### src/rtl/snake_pixel_renderer.sv
// Two-stage pixel renderer for the snake game: stage 1 registers layer hits and
// the infobar ROM address, stage 2 merges them with ROM data by layer priority.
module snake_pixel_renderer #(
  parameter int COORD_W      = 11,
  parameter int MAX_LEN      = 23,
  parameter int LEN_W        = 6,
  parameter int NUM_APPLES   = 1,
  parameter int BLK_SIZE     = 32,
  parameter int H_ACTIVE     = 1440,
  parameter int V_ACTIVE     = 900,
  parameter int BORDER       = 16,
  parameter int INFO_X0      = 16,
  parameter int INFO_Y0      = 16,
  parameter int INFO_W       = 1408,
  parameter int INFO_H       = 128,
  parameter int ADDR_W       = 18,
  parameter int FLASH_FRAMES = 30
) (
  input  logic                          clk,
  input  logic                          rst,
  input  logic                          pix_valid,
  input  logic [COORD_W-1:0]            curr_x,
  input  logic [COORD_W-1:0]            curr_y,
  input  logic [MAX_LEN*COORD_W-1:0]    snakepos_x,
  input  logic [MAX_LEN*COORD_W-1:0]    snakepos_y,
  input  logic [LEN_W-1:0]              length,
  input  logic [NUM_APPLES*COORD_W-1:0] applepos_x,
  input  logic [NUM_APPLES*COORD_W-1:0] applepos_y,
  input  logic [NUM_APPLES-1:0]         apple_en,
  input  logic                          win,
  input  logic                          lose,
  output logic [ADDR_W-1:0]             rom_addr,
  input  logic [11:0]                   rom_pixel,
  output logic [3:0]                    draw_r,
  output logic [3:0]                    draw_g,
  output logic [3:0]                    draw_b,
  output logic                          draw_valid
);

  localparam logic [COORD_W:0] C_BLK = (COORD_W+1)'(BLK_SIZE);
  localparam logic [COORD_W:0] C_IX0 = (COORD_W+1)'(INFO_X0);
  localparam logic [COORD_W:0] C_IX1 = (COORD_W+1)'(INFO_X0 + INFO_W);
  localparam logic [COORD_W:0] C_IY0 = (COORD_W+1)'(INFO_Y0);
  localparam logic [COORD_W:0] C_IY1 = (COORD_W+1)'(INFO_Y0 + INFO_H);
  localparam logic [COORD_W:0] C_BLO = (COORD_W+1)'(BORDER);
  localparam logic [COORD_W:0] C_BXH = (COORD_W+1)'(H_ACTIVE - BORDER);
  localparam logic [COORD_W:0] C_BYH = (COORD_W+1)'(V_ACTIVE - BORDER);
  localparam logic [11:0]      RGB_BLACK = 12'h000;
  localparam logic [11:0]      RGB_RED   = 12'hF00;
  localparam logic [11:0]      RGB_GREEN = 12'h0F0;
  localparam logic [11:0]      RGB_WHITE = 12'hFFF;
  localparam int unsigned      CNT_W = (FLASH_FRAMES > 1) ? $clog2(FLASH_FRAMES) : 1;
  localparam logic [CNT_W-1:0] C_CNT_LAST = CNT_W'((FLASH_FRAMES > 0) ? FLASH_FRAMES - 1 : 0);

  typedef enum logic {PH_OFF = 1'b0, PH_ON = 1'b1} phase_t;

  // Widened compare so pos+BLK_SIZE cannot wrap at the top of the coordinate range.
  function automatic logic f_in_blk(input logic [COORD_W-1:0] px, input logic [COORD_W-1:0] py,
                                    input logic [COORD_W-1:0] cx, input logic [COORD_W-1:0] cy);
    logic [COORD_W:0] ex;
    logic [COORD_W:0] ey;
    ex = {1'b0, px} + C_BLK;
    ey = {1'b0, py} + C_BLK;
    return ({1'b0, px} <= {1'b0, cx}) && ({1'b0, cx} < ex) &&
           ({1'b0, py} <= {1'b0, cy}) && ({1'b0, cy} < ey);
  endfunction

  logic [COORD_W:0]   w_x, w_y;
  logic [LEN_W-1:0]   w_len;
  logic               w_head, w_body, w_apple, w_info, w_border;
  logic [COORD_W-1:0] w_dx, w_dy;
  logic [ADDR_W-1:0]  w_addr;
  logic               w_end, w_frame_start;
  logic [CNT_W-1:0]   r_cnt, w_cnt_nxt;
  phase_t             r_phase, w_phase_nxt;
  logic               r_valid, r_head, r_body, r_apple, r_info, r_border, r_end;
  logic [11:0]        r_end_rgb, w_rgb;

  assign w_x   = {1'b0, curr_x};
  assign w_y   = {1'b0, curr_y};
  assign w_len = (length > LEN_W'(MAX_LEN)) ? LEN_W'(MAX_LEN) : length;

  always_comb begin
    w_head = (w_len != '0) && f_in_blk(snakepos_x[0 +: COORD_W], snakepos_y[0 +: COORD_W],
                                       curr_x, curr_y);
    w_body = 1'b0;
    for (int unsigned i = 1; i < MAX_LEN; i++) begin
      if ((i < 32'(w_len)) && f_in_blk(snakepos_x[i*COORD_W +: COORD_W],
                                       snakepos_y[i*COORD_W +: COORD_W], curr_x, curr_y))
        w_body = 1'b1;
    end
    w_apple = 1'b0;
    for (int unsigned k = 0; k < NUM_APPLES; k++) begin
      if (apple_en[k] && f_in_blk(applepos_x[k*COORD_W +: COORD_W],
                                  applepos_y[k*COORD_W +: COORD_W], curr_x, curr_y))
        w_apple = 1'b1;
    end
  end

  assign w_info   = (w_x >= C_IX0) && (w_x < C_IX1) && (w_y >= C_IY0) && (w_y < C_IY1);
  assign w_border = (w_x < C_BLO) || (w_x >= C_BXH) || (w_y < C_BLO) || (w_y >= C_BYH);
  assign w_dx     = curr_x - COORD_W'(INFO_X0);
  assign w_dy     = curr_y - COORD_W'(INFO_Y0);
  assign w_addr   = ADDR_W'(w_dy) * ADDR_W'(INFO_W) + ADDR_W'(w_dx);

  assign w_end         = win | lose;
  assign w_frame_start = pix_valid && (curr_x == '0) && (curr_y == '0);

  always_comb begin
    w_cnt_nxt   = r_cnt;
    w_phase_nxt = r_phase;
    if (!w_end || (FLASH_FRAMES == 0)) begin
      w_cnt_nxt   = '0;
      w_phase_nxt = PH_ON;
    end else if (w_frame_start) begin
      if (r_cnt == C_CNT_LAST) begin
        w_cnt_nxt   = '0;
        w_phase_nxt = (r_phase == PH_ON) ? PH_OFF : PH_ON;
      end else begin
        w_cnt_nxt = r_cnt + 1'b1;
      end
    end
  end

  always_ff @(posedge clk or negedge rst) begin
    if (!rst) begin
      r_cnt   <= '0;
      r_phase <= PH_ON;
    end else begin
      r_cnt   <= w_cnt_nxt;
      r_phase <= w_phase_nxt;
    end
  end

  // Stage 1: the end-screen colour is resolved here using the phase seen by this pixel.
  always_ff @(posedge clk or negedge rst) begin
    if (!rst) begin
      r_valid   <= 1'b0;
      r_head    <= 1'b0;
      r_body    <= 1'b0;
      r_apple   <= 1'b0;
      r_info    <= 1'b0;
      r_border  <= 1'b0;
      r_end     <= 1'b0;
      r_end_rgb <= '0;
      rom_addr  <= '0;
    end else begin
      r_valid   <= pix_valid;
      r_head    <= w_head;
      r_body    <= w_body;
      r_apple   <= w_apple;
      r_info    <= w_info;
      r_border  <= w_border;
      r_end     <= w_end;
      r_end_rgb <= (r_phase == PH_ON) ? (lose ? RGB_RED : RGB_GREEN) : RGB_BLACK;
      if (w_info)
        rom_addr <= w_addr;
    end
  end

  always_comb begin
    w_rgb = RGB_BLACK;
    if (!r_valid)                        w_rgb = RGB_BLACK;
    else if (r_end)                      w_rgb = r_end_rgb;
    else if (r_info && rom_pixel != '0)  w_rgb = rom_pixel;
    else if (r_head)                     w_rgb = RGB_RED;
    else if (r_body)                     w_rgb = RGB_GREEN;
    else if (r_apple || r_border)        w_rgb = RGB_WHITE;
  end

  always_ff @(posedge clk or negedge rst) begin
    if (!rst) begin
      draw_r     <= '0;
      draw_g     <= '0;
      draw_b     <= '0;
      draw_valid <= 1'b0;
    end else begin
      draw_r     <= w_rgb[11:8];
      draw_g     <= w_rgb[7:4];
      draw_b     <= w_rgb[3:0];
      draw_valid <= r_valid;
    end
  end

endmodule

### config.mk
export PLATFORM = sky130hd
export DESIGN_NAME = snake_pixel_renderer
export DESIGN_NICKNAME = d
export VERILOG_FILES = /design/src/rtl/snake_pixel_renderer.sv
export SDC_FILE = /design/constraint.sdc
export NUM_CORES = 2
export LEC_CHECK = 0
export ABC_AREA = 1
export ABC_CLOCK_PERIOD_IN_PS = 1600
export BUFFER_PORTS_ARGS = -buffer_cell sky130_fd_sc_hd__buf_2
export CAP_MARGIN = 10
export CORE_ASPECT_RATIO = 2
export CORE_MARGIN = 4
export CORE_UTILIZATION = 60
export CTS_BUF_LIST = sky130_fd_sc_hd__clkbuf_2 sky130_fd_sc_hd__clkbuf_4 sky130_fd_sc_hd__clkbuf_8
export CTS_CLUSTER_DIAMETER = 50
export DETAILED_ROUTE_END_ITERATION = 10
export MAX_ROUTING_LAYER = met4
export PLACE_DENSITY_LB_ADDON = 0.1
export SETUP_SLACK_MARGIN = 0.1
export SYNTH_ARGS = -nofsm -noshare
export SYNTH_HDL_FRONTEND = slang
export SYNTH_SLANG_ARGS = --single-unit
### constraint.sdc
create_clock -name clk -period 1.6 [get_ports clk]
set_clock_uncertainty 0.2 [all_clocks]
set_input_delay 0 -clock clk [delete_from_list [all_inputs] [get_ports clk]]
set_output_delay 0 -clock clk [all_outputs]
set_load 0.02 [all_outputs]
# Word-level counts from Yosys, hierarchy flattened

Cells that the tools add are included.

Flip-flop bits (word level): 56
Bits of input ports: 574

Mux-type cells: 39
Bitwise logic cells: 1
Equality and inequality tests: 3
Multipliers: 1
Order comparisons: 127
Add/sub/neg operators: 52
Reduce and logical (&&, ||, !) cells: 111

Operator list:

| cell                  | number |
|---|---|
| $add 11x6->12 const B | 48 |
| $lt 11x12->1          | 48 |
| $le 11x11->1          | 48 |
| $logic_and 1x1->1     | 102 |
| $mux 12               | 8 |
| $lt 4x6->1 const A    | 8 |
| $lt 5x6->1 const A    | 7 |
| $mux 1                | 27 |
| $lt 3x6->1 const A    | 4 |
| $ge 11x5->1 const B   | 2 |
| $logic_not 11->1      | 2 |
| $lt 11x5->1 const B   | 2 |
| $sub 11x5->11 const B | 2 |
| $add 18x11->18        | 1 |
| $mux 5                | 3 |
| $lt 2x6->1 const A    | 2 |
| $reduce_bool 12->1    | 1 |
| $ge 11x10->1 const B  | 1 |
| $ge 11x11->1 const B  | 1 |
| $lt 11x11->1 const B  | 1 |
| $lt 11x8->1 const B   | 1 |
| $mul 11x4->11 const B | 1 |
| $gt 6x5->1 const B    | 1 |
| $lt 1x6->1 const A    | 1 |
| other kinds (8)       | 12 |

# Depth between registers and ports, before layout

Depth in word-level cells: 28
Mapped depth: 22
Depth with buffers taken out: 22

# Worst setup path before layout

Ideal clock, no wire load.

Kind: in2reg
Start: input port curr_y[4]
End: register rom_addr[17]
Required time: 1.283 ns
Stages on the path: 18
Data arrival time: 3.062 ns
Path slack: -1.779 ns
Cells stage by stage: inv_1 > ha_1 > nand2_2 > xor2_1 > inv_1 > ha_1 > inv_1 > fa_1 > inv_1 > ha_1 > a21oi_1 > o21ai_0 > a31oi_1 > nand3_1 > nand2_1 > o21ai_2 > nand3_2 > nand2_1

Cells in the longest elaborated chain, start to end: 3

Ends and longest elaborated chain:

| element                                                    | line     | source |
|---|---|---|
| from (decl)                                                | 23       | `input logic [COORD_W-1:0] curr_y,` |
| $sub 11x5->11 / $ge 11x5->1 (equally long branches)        | 103, 100 |  |
| $mul 11x4->11 / $logic_and 1x1->1 (equally long branches)  | 104, 100 |  |
| $add 18x11->18 / $logic_and 1x1->1 (equally long branches) | 104, 100 |  |
| to (signal assigned)                                       | 157      | `rom_addr <= w_addr;` |
| to (decl)                                                  | 32       | `output logic [ADDR_W-1:0] rom_addr,` |

Several ways; a longest one is shown, not always the timed one.
A chain may end at the register's enable or synchronous reset.

# Worst setup path after layout

Same ends and word-level chain as after synthesis.

==> impl_metrics.toml <==
[power]
power.density_nw_per_um2 = 392.0
ir_worst_vdd_mv = 0.4035
p_leak_nw = 25.00

[yosys]
synth_area_leaders = "ha_1 44%, nand2_1 11%, inv_1 7.8%"
async_reset_ff_share_pct = 100.0
yosys.area.top_type_share_pct = 44.27
ys_types = 51
synth_ff_type = "dfrtp_1"
syn_avg_cell_area_um2 = 6.818
synth_edf_count = 0
synth_warnings = 0
synth_seq_area_share_pct = 3.586
synth_seq_cells = 46
syn_area_um2 = 32130
synth.most_common_cell = "ha_1"
ys_top_cells_by_count = "1137 x ha_1, 910 x nand2_1, 665 x inv_1"
synth_area_leader_cell = "ha_1"
synth_nets = 6432
syn-instance-count = 4713

[cts]
numCtsBuffers = 5
cts_max_level = 2
clock_latency_ns = 0.31
path_clk_slew_ns = 0.10
cts_tree = "yes"
clk_path_buf_depth = 2
cts-root-buf = "clkbuf_8"
cts.sinks = 46

[detailed_routing]
post_drt_wl_per_cell_um = 20.45
dr.pass1.iters = 9
routed_via_density = 5.908
wl_mm = 139.2
ant_nets = 0
first_iter_violations = 2529
via_count = 40210
drc = 0

[setup_path]
cp_max_fo = 4
worstPathArrival_ns = 2.89
cp.required_ns = 1.60
cp-start-kind = "input port"
cp-end-kind = "flop"
path_class = "in2reg"
r2r_cells = 6

[sta]
timing.final.crit_share_pct = 181.0
worst_pin_slew_ns = 0.5363
finalHoldViolations = 3
setup_viol = 35
timing.fmax_ghz = 0.3454
layout_setup_ws_ns = -1.296
whs_ns = -0.1779
fin_crit_ns = 2.896
slew_headroom_pct = 64.24
rsz0062_at_grt = "yes"
final_max_slew_viol_count = 0
final.setup.tns_ns = -13.77

[run_status]
violations = "negative hold slack, negative setup slack"
status = "finished, violations left"

[final_layout]
fillCellCount = 3641
regArea_um2 = 1152
drive_gt1_share_pct = 25.92
fin_cells = 6806
area_growth_pct = 37.80
fin_nets = 7786
multi_input_area_um2 = 29670

[hold_path]
holdPathStages = 4
hold_path.class = "in2reg"

[global_routing]
antenna_found_initial = 69
grt.overflow.total = 0
grt_pass1_wl_mm = 201.0
grt_pass1_vias = 39510
track_usage_pct = 45.88
grt_max_degree = 47

[flow_run]
cap_violations = 0

[floorplanning]
die_w_um = 171.6
die-area_um2 = 57550
coreArea_um2 = 52860
ioPinCount = 605
placementRows = 119
initial_core_util_pct = 60.80
dieHeight_um = 335.3

[placement]
post-dp-hpwl_mm = 109.1
gp_congestion = 1.027
io_buffer_count = 604
dp_cells = 6645
critical path, cell delays in order:
cell	delay (ns)
buf_12	0.11
clkinvlp_4	0.18
ha_4	0.34
inv_4	0.05
ha_4	0.25
inv_2	0.03
fa_1	0.50
inv_2	0.05
ha_4	0.28
buf_4	0.14
nand2_1	0.07
nand2_1	0.07
nand2_1	0.08
nand3b_1	0.10
nand2_1	0.07
inv_2	0.09
nand3_4	0.11
nor2_4	0.13
nand3_2	0.10
nand3_2	0.08
nand2_1	0.06
final cells by class:
type | count | share of cell area [%]
diodes | 73 | 0.4125
inverters | 673 | 5.869
flip-flops and latches | 46 | 2.602
clock buffers | 5 | 0.1554
repair buffers | 1352 | 22.03
multi-input cells | 3989 | 67.00
well taps | 665 | 1.879
clock inverters | 3 | 0.05369
cell families after synthesis:
| logic type | after synthesis | share of synthesized area (%) |
|---|---|---|
| adders and majority gates | 1145 | 44.77 |
| DFF | 46 | 3.586 |
| AOI/OAI and AO/OA | 769 | 13.20 |
| buffers and inverters | 678 | 7.939 |
| xor gates and xnor gates | 194 | 5.288 |
| and+or+nand+nor | 1881 | 25.22 |
power by group:
part	switching, mW	internal (mW)	leakage [nW]
combinational	8.46	6.55	24.4
sequential	0.175	1.38	0.587
clock	0.474	0.314	0.0412
cell usage in the layout, fill, tap and decap left out, types with 73 or more instances in the layout:
cell | netlist | final
diode_2 | 0 | 73
xor2_1 | 138 | 132
a21oi_1 | 423 | 414
nor2_1 | 431 | 408
inv_1 | 665 | 630
nand3_1 | 316 | 301
ha_1 | 1137 | 1089
buf_2 | 2 | 592
o21ai_0 | 192 | 147
buf_4 | 1 | 634
nand2_1 | 910 | 877
nand3b_1 | 89 | 89
sequential cells by signal (all words and copies together), names as in the netlist, 2 cells and up:
signal and cells:
rom_addr 18, draw_b 4, draw_r 4, draw_g 4, r_cnt 5, r_end_rgb 2
routing by layer:
layer	vias up	global-route usage [%]	part of all wire, %
met3	1077	11.07	10
met2	2250	76.06	45
met4	0	41.96	13
met5	-	-	0
met1	18180	42.85	32
li1	18700	-	-
metrics by stage:
step / area [um2] / power, mW / util (%) / hold slack (ns) / worst slack (ns)
after floorplan: 32470 / 8.658 / - / -0.4956 / -1.488
after global placement: 41730 / 14.30 / 78.94 / -0.2073 / -1.664
after detailed placement: 41730 / 14.72 / 78.94 / -0.2034 / -1.725
after CTS: 43370 / 16.22 / 82.06 / 0.05230 / -1.116
after global routing: 44260 / 18.77 / 83.74 / -0.1457 / -1.393
final: 44280 / 17.36 / 83.77 / -0.1779 / -1.296
worst paths after layout:
kind / end / startpoint / slack (ns)
max in group asynchronous: r_phase$_DFFE_PN1P_ / rst / 0.30
hold / removal: r_phase$_DFFE_PN1P_ / win / -0.18
setup / recovery: rom_addr[17]$_DFFE_PN0P_ / curr_y[4] / -1.30
min in group asynchronous: draw_r[0]$_DFF_PN0_ / rst / 0.63
setup reg to reg: r_cnt[4]$_DFFE_PN0P_ / r_cnt[1]$_DFFE_PN0P_ / -0.01
hold reg to reg: draw_valid$_DFF_PN0_ / r_valid$_DFF_PN0_ / 0.27
repair_timing:
action | in CTS | in global routing
hold endpoints to repair | 64 | 14
hold buffers | 19 | 12
gates cloned | 9 | 0
setup endpoints to repair | 29 | 42
buffers inserted | 30 | 27
pin swaps | 62 | 68
resized for setup | 205 | 138
(Power assumes the default switching activity.)
